--- config.mk ---
export PLATFORM = sky130hd
export DESIGN_NAME = wb_cpl_tx
export DESIGN_NICKNAME = d
export VERILOG_FILES = /design/src/rtl/wb_cpl_tx.sv
export SDC_FILE = /design/constraint.sdc
export NUM_CORES = 1
export LEC_CHECK = 0
export ABC_AREA = 0
export ABC_CLOCK_PERIOD_IN_PS = 2100
export BUFFER_PORTS_ARGS = -buffer_cell sky130_fd_sc_hd__buf_2
export CORE_UTILIZATION = 49
export DETAILED_ROUTE_END_ITERATION = 8
export GPL_TIMING_DRIVEN = 0
export HOLD_SLACK_MARGIN = 0.05
export PLACE_DENSITY = 0.77
export SLEW_MARGIN = 20
export SYNTH_ARGS = -nofsm -noshare
export SYNTH_HDL_FRONTEND = slang
export SYNTH_SLANG_ARGS = --single-unit
--- constraint.sdc ---
create_clock -name wb_clk -period 2.1 [get_ports wb_clk]
set_input_delay 0.315 -clock wb_clk [delete_from_list [all_inputs] [get_ports wb_clk]]
set_output_delay 0.315 -clock wb_clk [all_outputs]
set_load 0.005 [all_outputs]
--- src/rtl/wb_cpl_tx.sv ---
// Completion transmitter: builds a 3DW CplD header, fetches the payload over Wishbone and streams 16-bit words to TX.
// Optional `WB_CPL_UR_EN: an unsupported request yields a data-less Cpl with UR status.
module wb_cpl_tx (
  input  logic        wb_clk,
  input  logic        rst,
  input  logic        cpl_req,
  input  logic [23:0] tran_id,
  input  logic [9:0]  tran_length,
  input  logic [7:0]  tran_be,
  input  logic [4:0]  tran_addr,
  input  logic [2:0]  tran_tc,
  input  logic [1:0]  tran_attr,
  input  logic [31:0] rd_adr,
  input  logic [15:0] completer_id,
  input  logic        cpl_ur,
  output logic        cpl_busy,
  output logic        cpl_done,
  output logic [15:0] dout,
  output logic        dout_sop,
  output logic        dout_eop,
  output logic        dout_wen,
  input  logic        tx_full,
  output logic [31:0] wb_adr_o,
  output logic        wb_cyc_o,
  output logic        wb_stb_o,
  output logic        wb_we_o,
  output logic [1:0]  wb_sel_o,
  output logic [2:0]  wb_cti_o,
  input  logic [15:0] wb_dat_i,
  input  logic        wb_ack_i
);

  typedef enum logic [1:0] {S_IDLE, S_HDR, S_DATA, S_DONE} state_t;

  state_t      state_q;
  logic [2:0]  hidx_q;
  logic [10:0] cnt_q;
  logic [23:0] tid_q;
  logic [9:0]  len_q;
  logic [2:0]  tc_q;
  logic [1:0]  attr_q;
  logic [15:0] cid_q;
  logic [11:0] bc_q;
  logic [6:0]  la_q;
  logic        ur_q;
  logic        busy_q, done_q, sop_q, eop_q, wen_q, cyc_q, stb_q;
  logic [15:0] dout_q;
  logic [31:0] adr_q;
  logic [2:0]  cti_q;

  logic [3:0]  fbe, lbe;
  logic [1:0]  fbe_lo, fbe_hi, lbe_hz;
  logic [12:0] bc_full;
  logic [11:0] bc_d;
  logic [6:0]  la_d;
  logic        ur_d;
  logic [15:0] hdr_word;
  logic [10:0] words_m1;
  logic        last_beat;

  assign fbe = tran_be[7:4];
  assign lbe = tran_be[3:0];

`ifdef WB_CPL_UR_EN
  assign ur_d = cpl_ur;
`else
  logic unused_ur;
  assign unused_ur = cpl_ur;
  assign ur_d = 1'b0;
`endif

  always_comb begin
    fbe_lo = 2'd0;
    if (fbe[0])      fbe_lo = 2'd0;
    else if (fbe[1]) fbe_lo = 2'd1;
    else if (fbe[2]) fbe_lo = 2'd2;
    else if (fbe[3]) fbe_lo = 2'd3;
    fbe_hi = 2'd0;
    if (fbe[3])      fbe_hi = 2'd3;
    else if (fbe[2]) fbe_hi = 2'd2;
    else if (fbe[1]) fbe_hi = 2'd1;
    lbe_hz = 2'd0;
    if (lbe[3])      lbe_hz = 2'd0;
    else if (lbe[2]) lbe_hz = 2'd1;
    else if (lbe[1]) lbe_hz = 2'd2;
    else if (lbe[0]) lbe_hz = 2'd3;
    // Length 0 means 1024 DW, so the 13-bit product reaches 4096 and truncates to 0.
    bc_full = {(tran_length == 10'd0), tran_length, 2'b00}
              - {11'd0, fbe_lo} - {11'd0, lbe_hz};
    if (tran_length == 10'd1)
      bc_d = (fbe == 4'd0) ? 12'd1 : {10'd0, fbe_hi} - {10'd0, fbe_lo} + 12'd1;
    else
      bc_d = bc_full[11:0];
    la_d = {tran_addr, fbe_lo};
  end

  always_comb begin
    hdr_word = 16'h0000;
    case (hidx_q)
      3'd0: hdr_word = {(ur_q ? 8'h0A : 8'h4A), 1'b0, tc_q, 4'h0};
      3'd1: hdr_word = {2'b00, attr_q, 2'b00, (ur_q ? 10'd0 : len_q)};
      3'd2: hdr_word = cid_q;
      3'd3: hdr_word = ur_q ? {3'b001, 1'b0, 12'd4} : {3'b000, 1'b0, bc_q};
      3'd4: hdr_word = tid_q[23:8];
      3'd5: hdr_word = {tid_q[7:0], 1'b0, la_q};
      default: hdr_word = 16'h0000;
    endcase
  end

  // 2*len-1 in 11 bits; len 0 wraps to 2047, i.e. 2048 beats.
  assign words_m1  = {len_q - 10'd1, 1'b1};
  assign last_beat = (cnt_q == words_m1);

  always_ff @(posedge wb_clk) begin
    if (rst) begin
      state_q <= S_IDLE;
      hidx_q  <= 3'd0;
      cnt_q   <= 11'd0;
      tid_q   <= 24'd0;
      len_q   <= 10'd0;
      tc_q    <= 3'd0;
      attr_q  <= 2'd0;
      cid_q   <= 16'd0;
      bc_q    <= 12'd0;
      la_q    <= 7'd0;
      ur_q    <= 1'b0;
      busy_q  <= 1'b0;
      done_q  <= 1'b0;
      sop_q   <= 1'b0;
      eop_q   <= 1'b0;
      wen_q   <= 1'b0;
      cyc_q   <= 1'b0;
      stb_q   <= 1'b0;
      dout_q  <= 16'd0;
      adr_q   <= 32'd0;
      cti_q   <= 3'd0;
    end else begin
      wen_q  <= 1'b0;
      sop_q  <= 1'b0;
      eop_q  <= 1'b0;
      done_q <= 1'b0;
      case (state_q)
        S_IDLE: begin
          if (cpl_req) begin
            tid_q   <= tran_id;
            len_q   <= tran_length;
            tc_q    <= tran_tc;
            attr_q  <= tran_attr;
            cid_q   <= completer_id;
            bc_q    <= bc_d;
            la_q    <= la_d;
            ur_q    <= ur_d;
            adr_q   <= rd_adr;
            busy_q  <= 1'b1;
            hidx_q  <= 3'd0;
            state_q <= S_HDR;
          end
        end
        S_HDR: begin
          if (!tx_full) begin
            dout_q <= hdr_word;
            wen_q  <= 1'b1;
            sop_q  <= (hidx_q == 3'd0);
            hidx_q <= hidx_q + 3'd1;
            if (hidx_q == 3'd5) begin
              if (ur_q) begin
                eop_q   <= 1'b1;
                state_q <= S_DONE;
              end else begin
                cyc_q   <= 1'b1;
                stb_q   <= 1'b1;
                cti_q   <= 3'b000;
                cnt_q   <= 11'd0;
                state_q <= S_DATA;
              end
            end
          end
        end
        S_DATA: begin
          if (stb_q && wb_ack_i) begin
            dout_q <= {wb_dat_i[7:0], wb_dat_i[15:8]};
            wen_q  <= 1'b1;
            adr_q  <= adr_q + 32'd2;
            cnt_q  <= cnt_q + 11'd1;
            if (last_beat) begin
              eop_q   <= 1'b1;
              cyc_q   <= 1'b0;
              stb_q   <= 1'b0;
              cti_q   <= 3'b000;
              state_q <= S_DONE;
            end else begin
              stb_q <= !tx_full;
              cti_q <= ((cnt_q + 11'd1) == words_m1) ? 3'b111 : 3'b000;
            end
          end else begin
            stb_q <= !tx_full;
          end
        end
        S_DONE: begin
          done_q  <= 1'b1;
          busy_q  <= 1'b0;
          state_q <= S_IDLE;
        end
        default: state_q <= S_IDLE;
      endcase
    end
  end

  assign cpl_busy = busy_q;
  assign cpl_done = done_q;
  assign dout     = dout_q;
  assign dout_sop = sop_q;
  assign dout_eop = eop_q;
  assign dout_wen = wen_q;
  assign wb_adr_o = adr_q;
  assign wb_cyc_o = cyc_q;
  assign wb_stb_o = stb_q;
  assign wb_we_o  = 1'b0;
  assign wb_sel_o = 2'b11;
  assign wb_cti_o = cti_q;

endmodule

Yosys cells after proc, flatten, opt, wreduce, memory -nomap -nowiden
Cells that the tools add are included.

word-level totals
  logic and storage cells = 121
  flip-flop bits (word level) = 148
  bits in writable memories = 0
  ROM bits = 0
  memories = 0
  output and inout bits = 61
  bits in latches = 0

operators by class
  eq/ne operators = 16
  order comparisons = 0
  bitwise gates (word level) = 3
  div/mod/pow operators = 0
  multiply operators = 0
  shift operators = 0
  reductions and logical operators = 20
  add/subtract/negate cells = 8
  muxes and demuxes = 54

operator list
  cell                                                count
  case mux 16 bit (6 select lines)                    1
  two-way mux 32 bit                                  2
  case mux 32 bit (2 select lines)                    1
  two-way mux 11 bit                                  3
  adder 32 x 2 -> 32 bit, second input constant       1
  two-way mux 16 bit                                  2
  case mux 16 bit (2 select lines)                    1
  two-way mux 2 bit                                   15
  two-way mux 12 bit                                  2
  subtractor 12 x 2 -> 12 bit                         2
  == test 11 bit                                      2
  case mux 11 bit (2 select lines)                    1
  two-way mux 3 bit                                   7
  two-way mux 1 bit                                   12
  case mux 3 bit (2 select lines)                     2
  AND reduction 3 bit                                 4
  adder 11 x 1 -> 11 bit, second input constant       1
  == test 10 x 1 -> 1 bit, second input constant      1
  != test 2 bit, second input constant                5
  AND reduction 5 bit                                 2
  subtractor 10 x 1 -> 10 bit, second input constant  1
  case mux 1 bit (2 select lines)                     4
  case mux 2 bit (4 select lines)                     1
  nonzero test 2 bit                                  4
  other kinds (17)                                    24

Logic depth before layout (Yosys ltp)
  depth in word-level cells = 8
  gate-level depth with buffers = 14
  gate-level depth less buffers = 14

Least setup slack after synthesis
Ideal clock, no wire load.

  path kind = reg2reg
  start = register len_q[0]
  end = register cti_q[1] (netlist: wb_cti_o[1])
  path buffers = 2
  cell stages (with the launch flop) = 9
  setup time = 0.087 ns
  arrival time = 2.204 ns
  setup slack = -0.191 ns
  clock period less this slack = 2.291 ns
  path through = dfxtp_1 -> buf_6 -> or4_4 -> buf_6 -> or4b_4 -> a22o_1 -> a21oi_1 -> a41oi_1 -> o31ai_1

on the way
  longest elaborated chain between the ends = 6

RTL lines
  item                                 RTL line  source
  from (decl)                          39        logic [9:0] len_q;
  from (signal assigned)               146       len_q <= tran_length;
  subtractor 10 x 1 -> 10 bit (*)      111       assign words_m1 = {len_q - 10'd1, 1'b1};
  == test 11 bit                       193       cti_q <= ((cnt_q + 11'd1) == words_m1) ? 3'b111 : 3'b000;
  two-way mux 3 bit                    193
  two-way mux 3 bit (*)                185       if (last_beat) begin
  two-way mux 3 bit (*)                180       if (stb_q && wb_ack_i) begin
  case mux 3 bit (2 select lines) (*)  142       case (state_q)
  to (signal assigned)                 193
  to (decl)                            49        logic [2:0] cti_q;

Mark *: on every way between the ends. The rest lies on a longest branch, timed or not. The select of a mux whose other input is x is not followed.
A chain may end at the register's enable or synchronous reset.

Worst setup path after layout
  start = register len_q[1]
  end = register cyc_q (netlist: wb_cyc_o)

on the way
  longest elaborated chain between the ends = 4

RTL lines
  item                           RTL line  source
  subtractor 10 x 1 -> 10 bit    111
  == test 11 bit                 112       assign last_beat = (cnt_q == words_m1);
  != test 2 bit (no line)        n/a
  AND reduction 5 bit (no line)  n/a
  to (signal assigned)           132       cyc_q <= 1'b0;
  to (signal assigned)           170       cyc_q <= 1'b1;
  to (signal assigned)           187       cyc_q <= 1'b0;
  to (decl)                      46        logic busy_q, done_q, sop_q, eop_q, wen_q, cyc_q, stb_q;

Every way passes these cells.

==> flow_metrics.py <==
metrics = {
    "status": {
        "outcome": "finished, violations left",
        "failed_checks": "negative setup slack",
    },
    "floorplan": {
        "placementRows": 45,
        "pin_count": 183,
        "fp.dieH_um": 129,
        "start_util_pct": 51.0,
        "die_width_um": 129,
        "dieArea_mm2": 0.0166,
        "core_mm2": 0.0154,
    },
    "grt": {
        "grt_start_max_net_pins": 17,
        "grt_pass1_vias": 8197,
        "grt-ovfl-total": 0,
        "grtUsageTotal_pct": 33.7,
        "grt_pass1_wl_um": 42600,
        "antenna_found_initial": 0,
    },
    "critical_path": {
        "cp_slowest_cell": "or4_4",
        "required_ps": 2390,
        "reg2reg_slack_ps": -170,
        "max_stage_delay_ps": 600,
        "path_class": "reg -> reg",
        "path_buf_inv": 0,
        "crit_fanout": 7,
        "start_kind": "flip-flop",
        "cp_cell_sequence": "or4_4, nor4b_4, xnor2_2, or3_4, o41ai_2, a21oi_1",
        "r2r_cells": 6,
        "worstReg2RegStart": "len_q[1]$_SDFFE_PP0P_",
        "endpoint_kind": "flip-flop",
        "critical-path-top-delay-family": "simple AND/OR/NAND/NOR gates",
        "r2r-end": "wb_cyc_o$_SDFFE_PP0P_",
        "cp.arrival_ps": 2550,
    },
    "finish": {
        "final_cell_area_mm2": 0.0102,
        "nNetsFinal": 1412,
        "antenna_cells": 0,
        "drive_above_1_share_pct": 26.9,
        "area_growth_pct": 29.5,
    },
    "route": {
        "drtAntennaViolNets": 0,
        "drc": 0,
        "num_vias": 9054,
        "wl_um": 28200,
        "drt_iter0_markers": 1270,
        "wl_per_cell_um": 18.9,
        "vias_per_cell": 6.06,
        "first_pass_iters": 6,
    },
    "placement": {
        "place_area_mm2": 0.00907,
        "port_buffers": 177,
        "post-place-ws_ps": -749,
        "place.detailed.hpwl_um": 19700,
        "place.gp.congestion": 0.955,
    },
    "sta": {
        "fmax_mhz": 441,
        "timing.final.crit_period_ps": 2270,
        "fin_worst_skew_ps": 7.34,
        "period_share_pct": 108,
        "rsz0062_at_grt": "true",
        "drv_slew": 0,
        "hold_viol_final": 0,
        "setup_viol_count_final": 6,
        "fin_ws_ps": -166,
        "worst_pin_slew_ps": 887,
        "slew_headroom_pct": 40.8,
    },
    "worst_hold_path": {
        "min_path_cells": 3,
        "hp-class": "in -> reg",
        "holdPathEnd": "tid_q[0]$_SDFFE_PP0P_",
        "hp-start": "tran_id[0]",
    },
    "synthesis": {
        "netlist.top_cell.by_area": "dfxtp_1",
        "synth_edf_count": 0,
        "synth_ff_type": "dfxtp_1",
        "yosys_warnings": 0,
        "synth_common_cells": "nand2_1, dfxtp_1, a21oi_1, clkbuf_1",
        "ys_top_cells_by_area": "dfxtp_1, nand2_1, a21oi_1",
        "yosysMostFrequentCell": "nand2_1",
        "avgSynthCellArea_um2": 7.45,
        "synthArstFlopShare_pct": 0,
        "synth_top_area_share_pct": 37.1,
        "seq_area_frac_synth_pct": 37.1,
        "synth-seq-cells": 146,
        "synth_cells": 1056,
        "syn_area_mm2": 0.00787,
        "synth.distinct_cells": 68,
    },
    "clock_tree": {
        "cts_tree": "built",
        "clkTransAtPathRegs_ps": 60,
        "cts_made_buffers": 17,
        "clk_latency_ps": 430,
        "holdBufCountCts": 0,
        "ctsLongestPathBuffers": 2,
        "htree_levels": 4,
        "root_buffer": "clkbuf_16",
        "clkSinkCount": 146,
    },
    "power_and_ir_drop": {
        "vdd_drop_max_uv": 847,
        "power_uw": 12700,
        "leakage_uw": 0.00418,
        "p_per_area_mw_per_mm2": 1240,
    },
    "run": {
        "drv_cap": 0,
    },
}
==> cell families after synthesis <==
family / share of synthesized area (%)
fa+ha+maj: 3.37
compound gates: 24.1
mux: 1.08
xor+xnor: 3.01
simple gates: 25.6
flops: 37.1
buf+inv: 5.58
other cells: 0.0954
==> worst max-delay path by stage <==
stage,end,depth (start not counted),from,slack (ps)
floorplan,wb_cyc_o$_SDFFE_PP0P_,8,len_q[0]$_SDFFE_PP0P_,-120
global placement,dout[1]$_SDFFE_PP0P_,9,hidx_q[2]$_SDFFE_PP0P_,-700
detailed placement,dout[1]$_SDFFE_PP0P_,9,hidx_q[2]$_SDFFE_PP0P_,-750
CTS,wb_cyc_o$_SDFFE_PP0P_,7,len_q[0]$_SDFFE_PP0P_,-210
global route,wb_stb_o$_SDFFE_PP0P_,8,len_q[4]$_SDFFE_PP0P_,-230
finish,wb_cyc_o$_SDFFE_PP0P_,6,len_q[1]$_SDFFE_PP0P_,-170
==> registers in the layout, summed over array words and instances (netlist names), 2 cells and up <==
name	cells
wb_adr_o	32
tid_q	24
cid_q	16
dout	16
bc_q	12
cnt_q	11
len_q	10
la_q	7
hidx_q	3
tc_q	3
attr_q	2
state_q	2
==> layout make-up <==
class	instances	area [µm²]
plain buffers	73	404
clock buffers	18	439
clock inverters	14	139
fillers	1353	5230
inverters	24	93.8
multi-input cells	803	4810
flip-flops and latches	146	2940
well taps	211	264
repair buffers	205	1100
==> stage by stage <==
step	instances	util, %	setup TNS [ps]	hold WS (ps)
finish	1494	66.1	-618	118
global placement	1445	58.8	-33760	441
detailed placement	1445	58.8	-36430	446
global route	1494	66.1	-1610	129
floorplan	1057	-	-374	418
CTS	1482	64.3	-688	113
==> where the power goes <==
part / internal [µW] / switching (µW) / leakage (µW)
sequential: 3440 / 611 / 0.00120
combinational: 2160 / 3430 / 0.00270
clock: 1770 / 1250 / 0.000282
total: 7370 / 5290 / 0.00418
==> tightest hold or removal path: stages <==
cell     delay, ps
buf_2           90
nand2_1         50
a21oi_1         50
==> cell usage in the layout (no fill, tap or decap), types with 15 or more instances in the layout <==
| cell type | instances |
|---|---|
| nand2_1 | 199 |
| buf_2 | 182 |
| a21oi_1 | 136 |
| dfxtp_1 | 136 |
| nor2_1 | 63 |
| o21ai_0 | 58 |
| buf_4 | 32 |
| nor3_1 | 31 |
| clkbuf_1 | 29 |
| nand3_1 | 29 |
| inv_1 | 22 |
| nor2b_1 | 18 |
| clkbuf_2 | 18 |
| clkbuf_16 | 18 |
| a211oi_1 | 17 |
| xnor2_1 | 15 |
==> routing by layer <==
layer	GRT usage, %	part of all wire, %	vias to the layer above
met1	43.2	39	4158
met3	6.28	10	112
met4	19.0	5.1	0
li1	-	-	4184
met5	0	0	-
met2	53.3	45	600
==> repair_timing <==
action,in CTS,in global routing
buffers inserted,13,15
gates resized for setup,71,86
endpoints found under the setup margin,115,124
pin swaps,14,17
No activity file was read; power rests on OpenSTA's default activity.
